===== src/rtl/sub_pkg.sv =====
// Shared types and sizing helpers for the serial subtractor family.
package sub_pkg;

  typedef enum logic {
    IDLE = 1'b0,
    BUSY = 1'b1
  } state_t;

  localparam int MIN_CNT_W = 1;

  function automatic int clog2(input int value);
    int result;
    result = 0;
    for (int i = 0; i < 31; i++) begin
      if ((1 << i) < value) result = i + 1;
    end
    return result;
  endfunction

  // A single-slice configuration still needs a one-bit counter to exist.
  function automatic int sliceCntW(input int slices);
    return (clog2(slices) < MIN_CNT_W) ? MIN_CNT_W : clog2(slices);
  endfunction

endpackage


===== src/rtl/digit_subtractor.sv =====
// Combinational DIGIT-bit ripple subtractor built from full-subtractor bit equations.
module digit_subtractor #(
  parameter int DIGIT = 4
) (
  input  logic [DIGIT-1:0] x,
  input  logic [DIGIT-1:0] y,
  input  logic             bi,
  output logic [DIGIT-1:0] d,
  output logic             bo
);

  logic w_br;

  always_comb begin
    w_br = bi;
    d    = '0;
    for (int i = 0; i < DIGIT; i++) begin
      d[i] = x[i] ^ y[i] ^ w_br;
      w_br = (~x[i] & y[i]) | (~(x[i] ^ y[i]) & w_br);
    end
    bo = w_br;
  end

endmodule


===== src/rtl/serial_subtractor.sv =====
// Multi-cycle subtractor: diff = a - b - bin, one DIGIT-bit slice per clock, LSB first.
module serial_subtractor
  import sub_pkg::*;
#(
  parameter int WIDTH = 16,
  parameter int DIGIT = 4
) (
  input  logic             clk,
  input  logic             rst_n,
  input  logic             start,
  input  logic [WIDTH-1:0] a,
  input  logic [WIDTH-1:0] b,
  input  logic             bin,
  output logic             busy,
  output logic             done,
  output logic [WIDTH-1:0] diff,
  output logic             bout,
  output logic             ovf
);

  localparam int N  = WIDTH / DIGIT;
  localparam int CW = sliceCntW(N);

  state_t r_state;
  state_t w_nextState;

  logic [WIDTH-1:0] r_a;
  logic [WIDTH-1:0] r_b;
  logic             r_borrow;
  logic [CW-1:0]    r_cnt;
  logic             r_aMsb;
  logic             r_bMsb;
  logic [WIDTH-1:0] r_diff;
  logic             r_bout;
  logic             r_ovf;
  logic             r_done;

  logic [DIGIT-1:0] w_d;
  logic             w_bo;
  logic             w_last;
  logic             w_accept;
  logic [WIDTH-1:0] w_resFull;

  assign w_last   = (r_cnt == CW'(N - 1));
  assign w_accept = (r_state == IDLE) && start;

  digit_subtractor #(.DIGIT(DIGIT)) u_digit (
    .x  (r_a[DIGIT-1:0]),
    .y  (r_b[DIGIT-1:0]),
    .bi (r_borrow),
    .d  (w_d),
    .bo (w_bo)
  );

  // Result slices enter at the MSB end so the LSB slice lands in place after N cycles.
  generate
    if (DIGIT < WIDTH) begin : g_shift
      logic [WIDTH-DIGIT-1:0] r_resHi;

      assign w_resFull = {w_d, r_resHi};

      always_ff @(posedge clk or negedge rst_n) begin
        if (!rst_n) begin
          r_resHi <= '0;
        end else if (r_state == BUSY) begin
          r_resHi <= w_resFull[WIDTH-1:DIGIT];
        end
      end
    end else begin : g_single
      assign w_resFull = w_d;
    end
  endgenerate

  always_ff @(posedge clk or negedge rst_n) begin
    if (!rst_n) begin
      r_state <= IDLE;
    end else begin
      r_state <= w_nextState;
    end
  end

  always_comb begin
    w_nextState = r_state;
    case (r_state)
      IDLE:    if (start)  w_nextState = BUSY;
      BUSY:    if (w_last) w_nextState = IDLE;
      default: w_nextState = IDLE;
    endcase
  end

  // Operand MSBs are kept aside because the operand registers are shifted away.
  always_ff @(posedge clk or negedge rst_n) begin
    if (!rst_n) begin
      r_a      <= '0;
      r_b      <= '0;
      r_borrow <= 1'b0;
      r_cnt    <= '0;
      r_aMsb   <= 1'b0;
      r_bMsb   <= 1'b0;
      r_diff   <= '0;
      r_bout   <= 1'b0;
      r_ovf    <= 1'b0;
      r_done   <= 1'b0;
    end else begin
      r_done <= 1'b0;
      if (w_accept) begin
        r_a      <= a;
        r_b      <= b;
        r_borrow <= bin;
        r_cnt    <= '0;
        r_aMsb   <= a[WIDTH-1];
        r_bMsb   <= b[WIDTH-1];
      end else if (r_state == BUSY) begin
        r_a      <= r_a >> DIGIT;
        r_b      <= r_b >> DIGIT;
        r_borrow <= w_bo;
        r_cnt    <= r_cnt + CW'(1);
        if (w_last) begin
          r_diff <= w_resFull;
          r_bout <= w_bo;
          r_ovf  <= (r_aMsb ^ r_bMsb) & (w_resFull[WIDTH-1] ^ r_aMsb);
          r_done <= 1'b1;
        end
      end
    end
  end

  assign busy = (r_state == BUSY);
  assign done = r_done;
  assign diff = r_diff;
  assign bout = r_bout;
  assign ovf  = r_ovf;

endmodule


===== config.mk =====
export PLATFORM = sky130hd
export DESIGN_NAME = serial_subtractor
export DESIGN_NICKNAME = d
export VERILOG_FILES = /design/src/rtl/sub_pkg.sv /design/src/rtl/digit_subtractor.sv /design/src/rtl/serial_subtractor.sv
export SDC_FILE = /design/constraint.sdc
export NUM_CORES = 1
export LEC_CHECK = 0
export ABC_AREA = 1
export BUFFER_PORTS_ARGS = -buffer_cell sky130_fd_sc_hd__buf_2
export CORE_MARGIN = 1
export CORE_UTILIZATION = 55
export DETAILED_ROUTE_END_ITERATION = 10
export MAX_ROUTING_LAYER = met4
export PLACE_DENSITY = 0.88
export SETUP_SLACK_MARGIN = 0.4
export SYNTH_ARGS = -nofsm -noshare
export SYNTH_HDL_FRONTEND = slang
export SYNTH_HIERARCHICAL = 1
export SYNTH_SLANG_ARGS = --single-unit

===== constraint.sdc =====
create_clock -name clk -period 3.3 [get_ports clk]
set_input_delay 0.33 -clock clk [delete_from_list [all_inputs] [get_ports clk]]
set_output_delay 0.33 -clock clk [all_outputs]
set_load 0.1 [all_outputs]

---- Word-level counts from Yosys, hierarchy flattened ----
Cells that the tools add are included.
storage, ports and cells
  flip-flop bits (word level) ............. 69
  bits in latches ......................... 0
  RAM bits ................................ 0
  ROM bits ................................ 0
  input bits .............................. 36
  output and inout bits ................... 20
  word-level logic and storage cells ...... 64
  memories ................................ 0
cells by class
  $add $sub $neg .......................... 1
  multipliers ............................. 0
  divide/modulo/power cells ............... 0
  order comparisons ....................... 0
  eq/ne operators ......................... 1
  shift-type cells ........................ 0
  mux-type cells .......................... 14
  bitwise logic cells ..................... 33
  reductions and logical operators ........ 3
operators with widths
  kind                   number
  $mux W16               4
  $not A1 Y1             10
  $xor A1 B1 Y1          10
  $and A1 B1 Y1          9
  $mux W1                7
  $mux W2                2
  $or A1 B1 Y1           4
  $reduce_and A3 Y1      1
  $add A2 B1 Y2 const B  1
  $eq A2 B2 Y1 const B   1
  $pmux W1 S2            1
  $reduce_bool A2 Y1     1
  $logic_and A1 B1 Y1    1

---- Depth between registers and ports, before layout ----
Gate-level depths: netlist of the first run.
  depth in word-level cells ............... 12
  gate-level depth with buffers ........... 12

---- Modules after synthesis ----
Netlist of the first run, hierarchy kept.
by module, submodules not included
  module             times used  cells each  area each (um^2)  seq. area each (um^2)
  serial_subtractor  1           305         2733.9            1726.7
  digit_subtractor   1           14          117.6             0.0

---- Worst setup path before layout of the first run ----
Ideal clock, no wire load.
  path kind ............................... register to register
  from .................................... reg r_b[0]
  to ...................................... reg r_ovf, in the netlist ovf
  setup time .............................. 0.120 ns
  data arrival time ....................... 2.102 ns
  setup slack ............................. 1.079 ns
  stages on the path, launching flop included .. 12
  clock period less this slack ............ 2.221 ns
  cells stage by stage .................... dfrtp_1 inv_1 fa_1 inv_1 fa_1 fa_1 inv_1 fa_1 nand3_1 nand2_1 nand2_1 nand2_1
between the ends
  longest elaborated chain between the ends .. 11
ends and longest elaborated chain
  element                 RTL line                  source
  from (decl)             serial_subtractor.sv:28   logic [WIDTH-1:0] r_b;
  from (signal assigned)  serial_subtractor.sv:115  r_b <= r_b >> DIGIT;
  $xor A1 B1 Y1           digit_subtractor.sv:19    w_br = (~x[i] & y[i]) | (~(x[i] ^ y[i]) & w_br);
  $not A1 Y1              digit_subtractor.sv:19
  $and A1 B1 Y1           digit_subtractor.sv:19
  $or A1 B1 Y1 (*)        digit_subtractor.sv:19
  $and A1 B1 Y1 (*)       digit_subtractor.sv:19
  $or A1 B1 Y1 (*)        digit_subtractor.sv:19
  $and A1 B1 Y1 (*)       digit_subtractor.sv:19
  $or A1 B1 Y1 (*)        digit_subtractor.sv:19
  $xor A1 B1 Y1 (*)       digit_subtractor.sv:18    d[i] = x[i] ^ y[i] ^ w_br;
  named net w_d[3]        serial_subtractor.sv:38   logic [DIGIT-1:0] w_d;
  $xor A1 B1 Y1 (*)       serial_subtractor.sv:121  r_ovf <= (r_aMsb ^ r_bMsb) & (w_resFull[WIDTH-1] ^ r_aMsb);
  $and A1 B1 Y1 (*)       serial_subtractor.sv:121
  to (signal assigned)    serial_subtractor.sv:121
  to (decl)               serial_subtractor.sv:35   logic r_ovf;
Mark *: on every way through the listed nets, which the timed path passes. The rest lies on a longest branch.
A chain may end at the register's enable or synchronous reset.

---- Worst setup path after layout of the first run ----
Ends and elaborated chain as after synthesis.

==> results of run 1 <==
layout by cell type (no fill, tap or decap):
cell type   count
nand2_1       141
clkbuf_8       11
fa_1            4
nand3_1        25
buf_2          55
ha_1            1
buf_4           3
clkinv_2        3
inv_2           1
o211ai_1        2
nor2_1          1
inv_1          29
o21ai_0        29
clkinvlp_4      1
clkbuf_1        1
dfrtp_1        69
nor2_4          2
through the flow:
stage / utilization, % / setup WS, ns / hold slack (ns)
after global routing: 68.7 / 0.745 / 0.186
after global placement: 65.1 / 1.01 / 0.457
after CTS: 68.7 / 0.922 / 0.170
after detailed placement: 65.1 / 0.961 / 0.466
after floorplan: - / 1.08 / 0.0344
final: 68.7 / 0.926 / 0.179
state kept, by name, summed over array words and instances, names as in the netlist, 2 cells and up:
register,cells
r_b,16
diff,16
g_shift.r_resHi,12
r_a,16
r_cnt,2
routing by layer:
layer,vias up,GRT usage [%],share of wire (%)
li1,1092,-,-
met1,1015,28.4,46
met2,67,38.4,47
met3,12,4.07,4.7
met4,0,13.2,2.3
met5,-,-,0
worst min-delay path by stage:
stage / to / slack (ns) / cells past startpoint
2_1_floorplan: bout / 0.03 / 0
3_3_place_gp: r_cnt[1] / 0.46 / 2
3_5_place_dp: r_a[14] / 0.47 / 2
4_1_cts: r_a[14] / 0.17 / 3
5_1_grt: r_a[13] / 0.19 / 3
6_report: diff[4] / 0.18 / 2
kinds of logic after synthesis:
| group | count (synthesis) | share of synthesized area [%] |
|---|---|---|
| simple gates | 169 | 23.9 |
| flops | 69 | 60.6 |
| compound gates | 31 | 5.62 |
| fa+ha+maj | 5 | 3.25 |
| buf+inv | 45 | 6.71 |
area by class of cell:
| class | instances | area, sq um |
|---|---|---|
| Inverter | 30 | 113 |
| Multi-Input combinational cell | 205 | 933 |
| Clock buffer | 12 | 155 |
| Tap cell | 67 | 83.8 |
| Clock inverter | 4 | 22.5 |
| Fill cell | 383 | 1520 |
| Timing Repair Buffer | 58 | 298 |
| Sequential cell | 69 | 1730 |
==> run summary, run 1 <==
Reg clk slew, reported paths - 0.07 ns
Routed Antenna Nets - 0
critical path capture point type - register
Initial Util - 58.8%
Max Clock Skew - 0.00357 ns
Critical Path, Cell by Cell - inv_1 -> fa_1 -> inv_1 -> fa_1 -> fa_1 -> inv_1 -> fa_1 -> inv_1 -> nand3_1 -> nand2_1 -> nand2_1 -> nand2_1
Commonest cells post-synth - nand2_1, dfrtp_1, inv_1, o21ai_0, nand3_1
setup bufs post-CTS - 0
crit path launch type - register
Gate Count Post-Synth - 319
final RePlAce weighted congestion - 0.825
Post-synth EDFFs - 0
final WL - 5340 um
Max Cap Viol - 0
Ports - 56
unrepaired setup endpoints after global routing - false
drt drc - 0
worst-margin pin slew - 0.913 ns
Crit-path slowest cell - fa_1
r2r worst-path depth - 12
H-tree depth - 3
cell family with most CP delay - adder cells
synth unique cells - 14
status - finished clean
register bit total from synthesis - 69
RR Startpoint - r_b[0]
fin area - 3330 sq um
Root Driver - clkbuf_8
Slew Limit Fails - 0
Clock Path Buffers - 2
fraction of layout cells with a size suffix above 1 - 20.1%
input/output buffers - 55
final setup TNS - 0 ns
clk sink count - 69
Syn Nets - 360
top_reg_cell synth - dfrtp_1
WP depth - 12
die area - 5480 sq um
sequential fraction of the synthesis area - 60.6%
number of buffers created by CTS - 9
clock latency on the worst-skew pair - 0.34 ns
max incr delay on CP - 0.44 ns
Post-CTS Resized - 0
min Tclk post-route - 2.37 ns
antenna violations before repair - 0
fin cells - 445
Overflow after GRT - 0
Worst Path Buf+Inv - 4
fmax - 421 MHz
first-pass GRT wire length - 9180 um
drt wl/cell - 12.0 um
hold buffers post-CTS - 0
CTS tree - yes
crit path to - ovf
Relative slew margins - 39.0%
Layout area overhead - 16.8%
R2R Setup Slk - 0.93 ns
leading area contributor after synthesis - dfrtp_1
nets - 414
vias in the first global route - 2173
Synth top area share - 60.6%
period utilisation layout - 71.9%
CP startpoint - r_b[0]
Via Count - 2186
most common cell in the netlist - nand2_1
post-DP HPWL - 3520 um
syn avg cell area - 8.94 sq um
Synthesis Warnings - 6
Initial DRC Count - 102
worst min-delay path class - input port to asynchronous set/reset pin
die span in x - 74.0 um
CP max FO - 3
r2r endpoint - ovf
CP Class - register to register
mapped cell area - 2850 sq um
# diodes - 0
overall routing resource usage - 23.8%
placed cell count - 429
crit path DAT - 2.65 ns
Placed Area - 3150 sq um
Area contributors post-synth - dfrtp_1, nand2_1, o21ai_0
Final Hold Vio Count - 0
height of the die - 74.0 um
Pre-antenna DRT Iters - 4
Site Rows - 25
largest net degree at the start of global routing - 70
Async SR Flop Fraction - 100%
vias per cell - 4.91
Finish-stage setup viols - 0
core area - 4850 sq um
Req. time, crit path - 3.57 ns
Power of run 1 is not shown: default switching activity piles up to over one toggle a cycle in this logic, so the estimate is an artifact.
==> run 2: changes to the inputs <==
--- a/config.mk
+++ b/config.mk
@@ -8,10 +8,10 @@
 export ABC_AREA = 1
 export BUFFER_PORTS_ARGS = -buffer_cell sky130_fd_sc_hd__buf_2
 export CORE_MARGIN = 1
-export CORE_UTILIZATION = 55
+export CORE_UTILIZATION = 49
 export DETAILED_ROUTE_END_ITERATION = 10
 export MAX_ROUTING_LAYER = met4
-export PLACE_DENSITY = 0.88
+export PLACE_DENSITY = 0.83
 export SETUP_SLACK_MARGIN = 0.4
 export SYNTH_ARGS = -nofsm -noshare
 export SYNTH_HDL_FRONTEND = slang
==> constraint.sdc (replaced) <==
create_clock -name clk -period 1.95 [get_ports clk]
set_input_delay 0.195 -clock clk [delete_from_list [all_inputs] [get_ports clk]]
set_output_delay 0.195 -clock clk [all_outputs]
set_load 0.1 [all_outputs]
==> run 2 against run 1 <==
The flow now finishes with violations (negative setup slack). Fmax rose by 4.2%. Global-route usage fell by 1.8 points. Die area rose by 12%. Final area rose by 4.2%. Critical path depth did not move. Wire length rose by 2.5%. Clock skew rose by 0.0010 ns.
==> run summary, run 2 (same netlist as run 1, synthesis figures left out) <==
Layout area overhead - 21.8% (was 16.8%)
crit path launch type - register (unchanged)
Slew Limit Fails - 0 (unchanged)
crit path DAT - 2.56 ns (was 2.65 ns)
period utilisation layout - 117% (was 71.9%)
core area - 5570 sq um (was 4850 sq um)
final RePlAce weighted congestion - 0.789 (was 0.825)
Overflow after GRT - 0 (unchanged)
die span in x - 78.3 um (was 74.0 um)
Critical Path, Cell by Cell - inv_2 -> fa_2 -> inv_2 -> fa_2 -> fa_2 -> inv_2 -> fa_2 -> inv_2 -> nand3_1 -> nand2_1 -> nand2_1 -> nand2_1 (was inv_1 -> fa_1 -> inv_1 -> fa_1 -> fa_1 -> inv_1 -> fa_1 -> inv_1 -> nand3_1 -> nand2_1 -> nand2_1 -> nand2_1)
final WL - 5480 um (was 5340 um)
number of buffers created by CTS - 9 (unchanged)
Final Hold Vio Count - 0 (unchanged)
max incr delay on CP - 0.46 ns (was 0.44 ns)
critical path capture point type - register (unchanged)
vias per cell - 4.70 (was 4.91)
clk sink count - 69 (unchanged)
met2 global-route usage - 34.9% (was 38.4%)
CP Class - register to register (unchanged)
die area - 6130 sq um (was 5480 sq um)
H-tree depth - 3 (unchanged)
Crit-path slowest cell - fa_2 (was fa_1)
height of the die - 78.3 um (was 74.0 um)
most common cell after layout, fill and taps aside - nand2_1 (unchanged)
min Tclk post-route - 2.28 ns (was 2.37 ns)
fmax - 439 MHz (was 421 MHz)
first-pass GRT wire length - 9830 um (was 9180 um)
Max Cap Viol - 0 (unchanged)
clock latency on the worst-skew pair - 0.35 ns (was 0.34 ns)
largest net degree at the start of global routing - 43 (was 70)
Reg clk slew, reported paths - 0.07 ns (about the same)
commonest cells after routing, fill and taps aside - nand2_1, dfrtp_1, buf_2 (unchanged)
GR Util met1 - 26.0% (was 28.4%)
final setup TNS - -0.805 ns (was 0 ns)
Site Rows - 27 (was 25)
GR Util met3 - 8.02% (was 4.07%)
# diodes - 0 (unchanged)
fraction of layout cells with a size suffix above 1 - 26.0% (was 20.1%)
Via Count - 2168 (was 2186)
Initial DRC Count - 116 (was 102)
Initial Util - 51.2% (was 58.8%)
Placed Area - 3230 sq um (was 3150 sq um)
placed cell count - 439 (was 429)
CP max FO - 3 (unchanged)
worst min-delay path class - input port to register (was input port to asynchronous set/reset pin)
Clock Path Buffers - 2 (unchanged)
failing checks - negative setup slack
drt wl/cell - 11.9 um (was 12.0 um)
input/output buffers - 55 (unchanged)
post-DP HPWL - 3790 um (was 3520 um)
unrepaired setup endpoints after global routing - true (was false)
nets - 425 (was 414)
CTS tree - yes (unchanged)
Routed Antenna Nets - 0 (unchanged)
Relative slew margins - 65.4% (was 39.0%)
antenna violations before repair - 0 (unchanged)
Root Driver - clkbuf_8 (unchanged)
fin cells - 461 (was 445)
fin area - 3470 sq um (was 3330 sq um)
vias in the first global route - 2212 (was 2173)
fin worst setup slack - -0.329 ns (was 0.926 ns)
Finish-stage setup viols - 3 (was 0)
status - complete, but fails checks (was finished clean)
drt drc - 0 (unchanged)
Ports - 56 (unchanged)
Max Clock Skew - 0.00459 ns (was 0.00357 ns)
worst-margin pin slew - 0.520 ns (was 0.913 ns)
Fill cells - 482 (was 383)
overall routing resource usage - 22.0% (was 23.8%)
Req. time, crit path - 2.24 ns (was 3.57 ns)
Pre-antenna DRT Iters - 4 (unchanged)
busiest grt layer - met2 (unchanged)
## run 2: worst paths after layout
kind	depth (start not counted)	start	endpoint	slack, ns
min	3	b[12]	r_b[12]	0.04
min reg2reg	2	r_b[13]	r_b[13]	0.48
max reg2reg	12	r_b[0]	ovf	-0.33
max in group asynchronous	3	rst_n	busy	1.12
max	12	r_b[0]	ovf	-0.33
min in group asynchronous	3	rst_n	diff[0]	0.38
## run 2: metrics by stage
step                worst slack (ns)  hold WS, ns  utilization [%]
floorplan                     -0.194       -0.101                -
global placement              -0.248        0.216             58.0
detailed placement            -0.359        0.221             58.0
CTS                           -0.310       0.0228             61.9
global route                  -0.379       0.0245             62.3
finish                        -0.329       0.0414             62.3
## run 2: what timing repair did
item	CTS	global route
pin swaps	6	1
setup buffers	3	2
setup endpoints to repair	10	10
hold buffers	1	0
hold endpoints to repair	69	0
resized for setup	8	3
## run 2: metal layers
layer / up-vias / part of all wire, %
li1: 1107 / -
met1: 992 / 46
met2: 59 / 47
met3: 10 / 5.6
met4: 0 / 1.4
met5: - / 0
## run 2: layout make-up
cell class | instances | area [sq um] | share of cell area [%]
Inverter | 30 | 113 | 3.24
Timing Repair Buffer | 69 | 418 | 12.0
Sequential cell | 69 | 1730 | 49.7
Clock inverter | 4 | 22.5 | 0.648
Clock buffer | 12 | 155 | 4.47
Multi-Input combinational cell | 205 | 947 | 27.3
Tap cell | 72 | 90.1 | 2.59
## run 2: critical path, delay by kind of cell, from the launching register on
family | cells | cell delay, ns
flops | 1 | 0.38
buf+inv | 4 | 0.25
fa+ha+maj | 4 | 1.34
simple gates | 4 | 0.25
Power of run 2 is left out for the same reason.
==> run 3: changes to the inputs <==
--- a/config.mk
+++ b/config.mk
@@ -11,7 +11,7 @@
 export CORE_UTILIZATION = 49
 export DETAILED_ROUTE_END_ITERATION = 10
 export MAX_ROUTING_LAYER = met4
-export PLACE_DENSITY = 0.83
+export PLACE_DENSITY = 0.75
 export SETUP_SLACK_MARGIN = 0.4
 export SYNTH_ARGS = -nofsm -noshare
 export SYNTH_HDL_FRONTEND = slang
==> run 3 against run 2 <==
The run still ends with negative setup slack left. Clock skew grew 0.00078 ns. Fmax rose by 1.2%. Clock-buffer cell count increased by 2. Flip-flop and latch count unchanged. Cell count is 1.5% lower. Sequential share of layout area rose by 0.49 points. Register-to-register slack improved by 0.03 ns.
==> run summary, run 3 (same netlist as run 1, synthesis figures left out) <==
status - complete, but fails checks (unchanged)
failing checks - negative setup slack (unchanged)
Initial Util - 51.2% (unchanged)
die area - 6130 sq um (unchanged)
Min-Delay Startpoint - a[14] (was b[12])
Hold EP - r_a[14] (was r_b[12])
Req. time, crit path - 2.23 ns (was 2.24 ns)
largest net degree at the start of global routing - 42 (was 43)
min Tclk post-route - 2.25 ns (was 2.28 ns)
# diodes - 0 (unchanged)
Slew Limit Fails - 0 (unchanged)
final WL - 5420 um (was 5480 um)
CTS tree - yes (unchanged)
cell family with most CP delay - adder cells (unchanged)
final RePlAce weighted congestion - 0.758 (was 0.789)
Lkg Pwr - 0.00184 uW
final core utilization - 61.7% (was 62.3%)
crit path launch type - register (unchanged)
Pre-antenna DRT Iters - 4 (unchanged)
worst min-delay path class - input port to register (unchanged)
clk sink count - 69 (unchanged)
Max Clock Skew - 0.00537 ns (was 0.00459 ns)
crit path DAT - 2.53 ns (was 2.56 ns)
critical path capture point type - register (unchanged)
number of buffers created by CTS - 9 (unchanged)
worst hold slack - 0.0434 ns (was 0.0414 ns)
r2r worst-path depth - 12 (unchanged)
vias per cell - 4.87 (was 4.70)
Relative slew margins - 58.2% (was 65.4%)
most common cell after layout, fill and taps aside - nand2_1 (unchanged)
Worst Path Buf+Inv - 4 (unchanged)
Worst VDD drop - 1.29 mV
Critical Path, Cell by Cell - inv_2 -> fa_2 -> inv_2 -> fa_2 -> fa_2 -> inv_2 -> fa_2 -> inv_2 -> nand3_1 -> nand2_1 -> nand2_1 -> nand2_1 (unchanged)
Initial DRC Count - 114 (was 116)
nets - 419 (was 425)
Reg clk slew, reported paths - 0.07 ns (about the same)
unrepaired setup endpoints after global routing - true (unchanged)
RR Startpoint - r_borrow (was r_b[0])
period utilisation layout - 116% (was 117%)
r2r endpoint - ovf (unchanged)
drt drc - 0 (unchanged)
post-DP HPWL - 3780 um (was 3790 um)
height of the die - 78.3 um (unchanged)
H-tree depth - 3 (unchanged)
Min-Delay Path Depth - 3 (unchanged)
vias in the first global route - 2194 (was 2212)
Pwr per Cell Area - 1940 nW/um^2
input/output buffers - 55 (unchanged)
max incr delay on CP - 0.45 ns (was 0.46 ns)
Layout area overhead - 20.6% (was 21.8%)
Site Rows - 27 (unchanged)
Root Driver - clkbuf_8 (unchanged)
clock latency on the worst-skew pair - 0.34 ns (was 0.35 ns)
Overflow after GRT - 0 (unchanged)
die span in x - 78.3 um (unchanged)
CP Class - register to register (unchanged)
antenna violations before repair - 0 (unchanged)
core area - 5570 sq um (unchanged)
drt wl/cell - 11.9 um (about the same)
final setup TNS - -0.691 ns (was -0.805 ns)
Crit-path slowest cell - fa_2 (unchanged)
fin worst setup slack - -0.302 ns (was -0.329 ns)
first-pass GRT wire length - 9690 um (was 9830 um)
Fill cells - 516 (was 482)
Finish-stage setup viols - 3 (unchanged)
commonest cells after routing, fill and taps aside - nand2_1, dfrtp_1, buf_2 (unchanged)
Max Cap Viol - 0 (unchanged)
Final Hold Vio Count - 0 (unchanged)
flip-flop and latch area - 1730 sq um (unchanged)
Routed Antenna Nets - 0 (unchanged)
worst-margin pin slew - 0.628 ns (was 0.520 ns)
CP max FO - 3 (unchanged)
fraction of layout cells with a size suffix above 1 - 24.3% (was 26.0%)
fmax - 444 MHz (was 439 MHz)
Clock Path Buffers - 2 (unchanged)
Via Count - 2211 (was 2168)
overall routing resource usage - 21.5% (was 22.0%)
R2R Setup Slk - -0.30 ns (was -0.33 ns)
area of the multi-input gates - 946 sq um (was 947 sq um)
Ports - 56 (unchanged)
[run 3: cell types whose count changed in the layout (fill, tap and decap cells not counted)]
cell / delta
buf_12: +1
buf_4: -7
clkbuf_1: +1
clkbuf_8: +1
clkinv_2: -2
clkinvlp_4: -1
nand2_1: -1
nand2_2: +1
o21ai_0: +1
o21ai_2: -1
[run 3: metrics by stage]
step / instance area (sq um) / setup slack (ns) / total power (uW) / instances
4_1_cts: 3440 / -0.299 / 6690 / 454
6_report: 3440 / -0.302 / 6670 / 454
3_5_place_dp: 3230 / -0.320 / 5590 / 437
5_1_grt: 3440 / -0.420 / 7170 / 454
3_3_place_gp: 3230 / -0.251 / 5460 / 437
2_1_floorplan: 2860 / -0.194 / 4920 / 319
[run 3: final cells by class]
cell class | count | area share [%]
Clock inverter | 1 | 0.146
Tap cell | 72 | 2.62
Clock buffer | 14 | 5.02
Sequential cell | 69 | 50.2
Inverter | 30 | 3.27
Timing Repair Buffer | 63 | 11.2
Multi-Input combinational cell | 205 | 27.5
[run 3: tightest hold or removal path, cell delays in order]
cell and delay, ns:
buf_2 0.07, nand2_1 0.04, nand2_1 0.04
[run 3: report_power, final]
part / switching (uW) / internal [uW]
Sequential: 318 / 2030
Combinational: 2440 / 848
Clock: 480 / 558
Total: 3240 / 3430
[run 3: worst max path at each step]
stage               cells after the start  slack [ns]     start  end
global placement                       12       -0.25  r_borrow  ovf
CTS                                    12       -0.30  r_borrow  ovf
detailed placement                     12       -0.32  r_borrow  ovf
floorplan                              12       -0.19  r_borrow  ovf
finish                                 12       -0.30  r_borrow  ovf
global route                           12       -0.42  r_borrow  ovf
[run 3: what timing repair did]
item,CTS,global route
pin swaps,3,3
resized for setup,5,5
cloned,0,0
setup buffers,1,0
hold buffers,1,0
setup endpoints to repair,9,13
hold endpoints to repair,25,0
[run 3: metal layers]
layer	wire length [um]	vias up	track usage [%]
met5	0	-	-
met4	123	0	10.4
met3	257	13	4.53
met2	2570	69	33.6
met1	2470	1031	26.7
li1	-	1098	-
No activity file was read; power rests on OpenSTA's default activity.
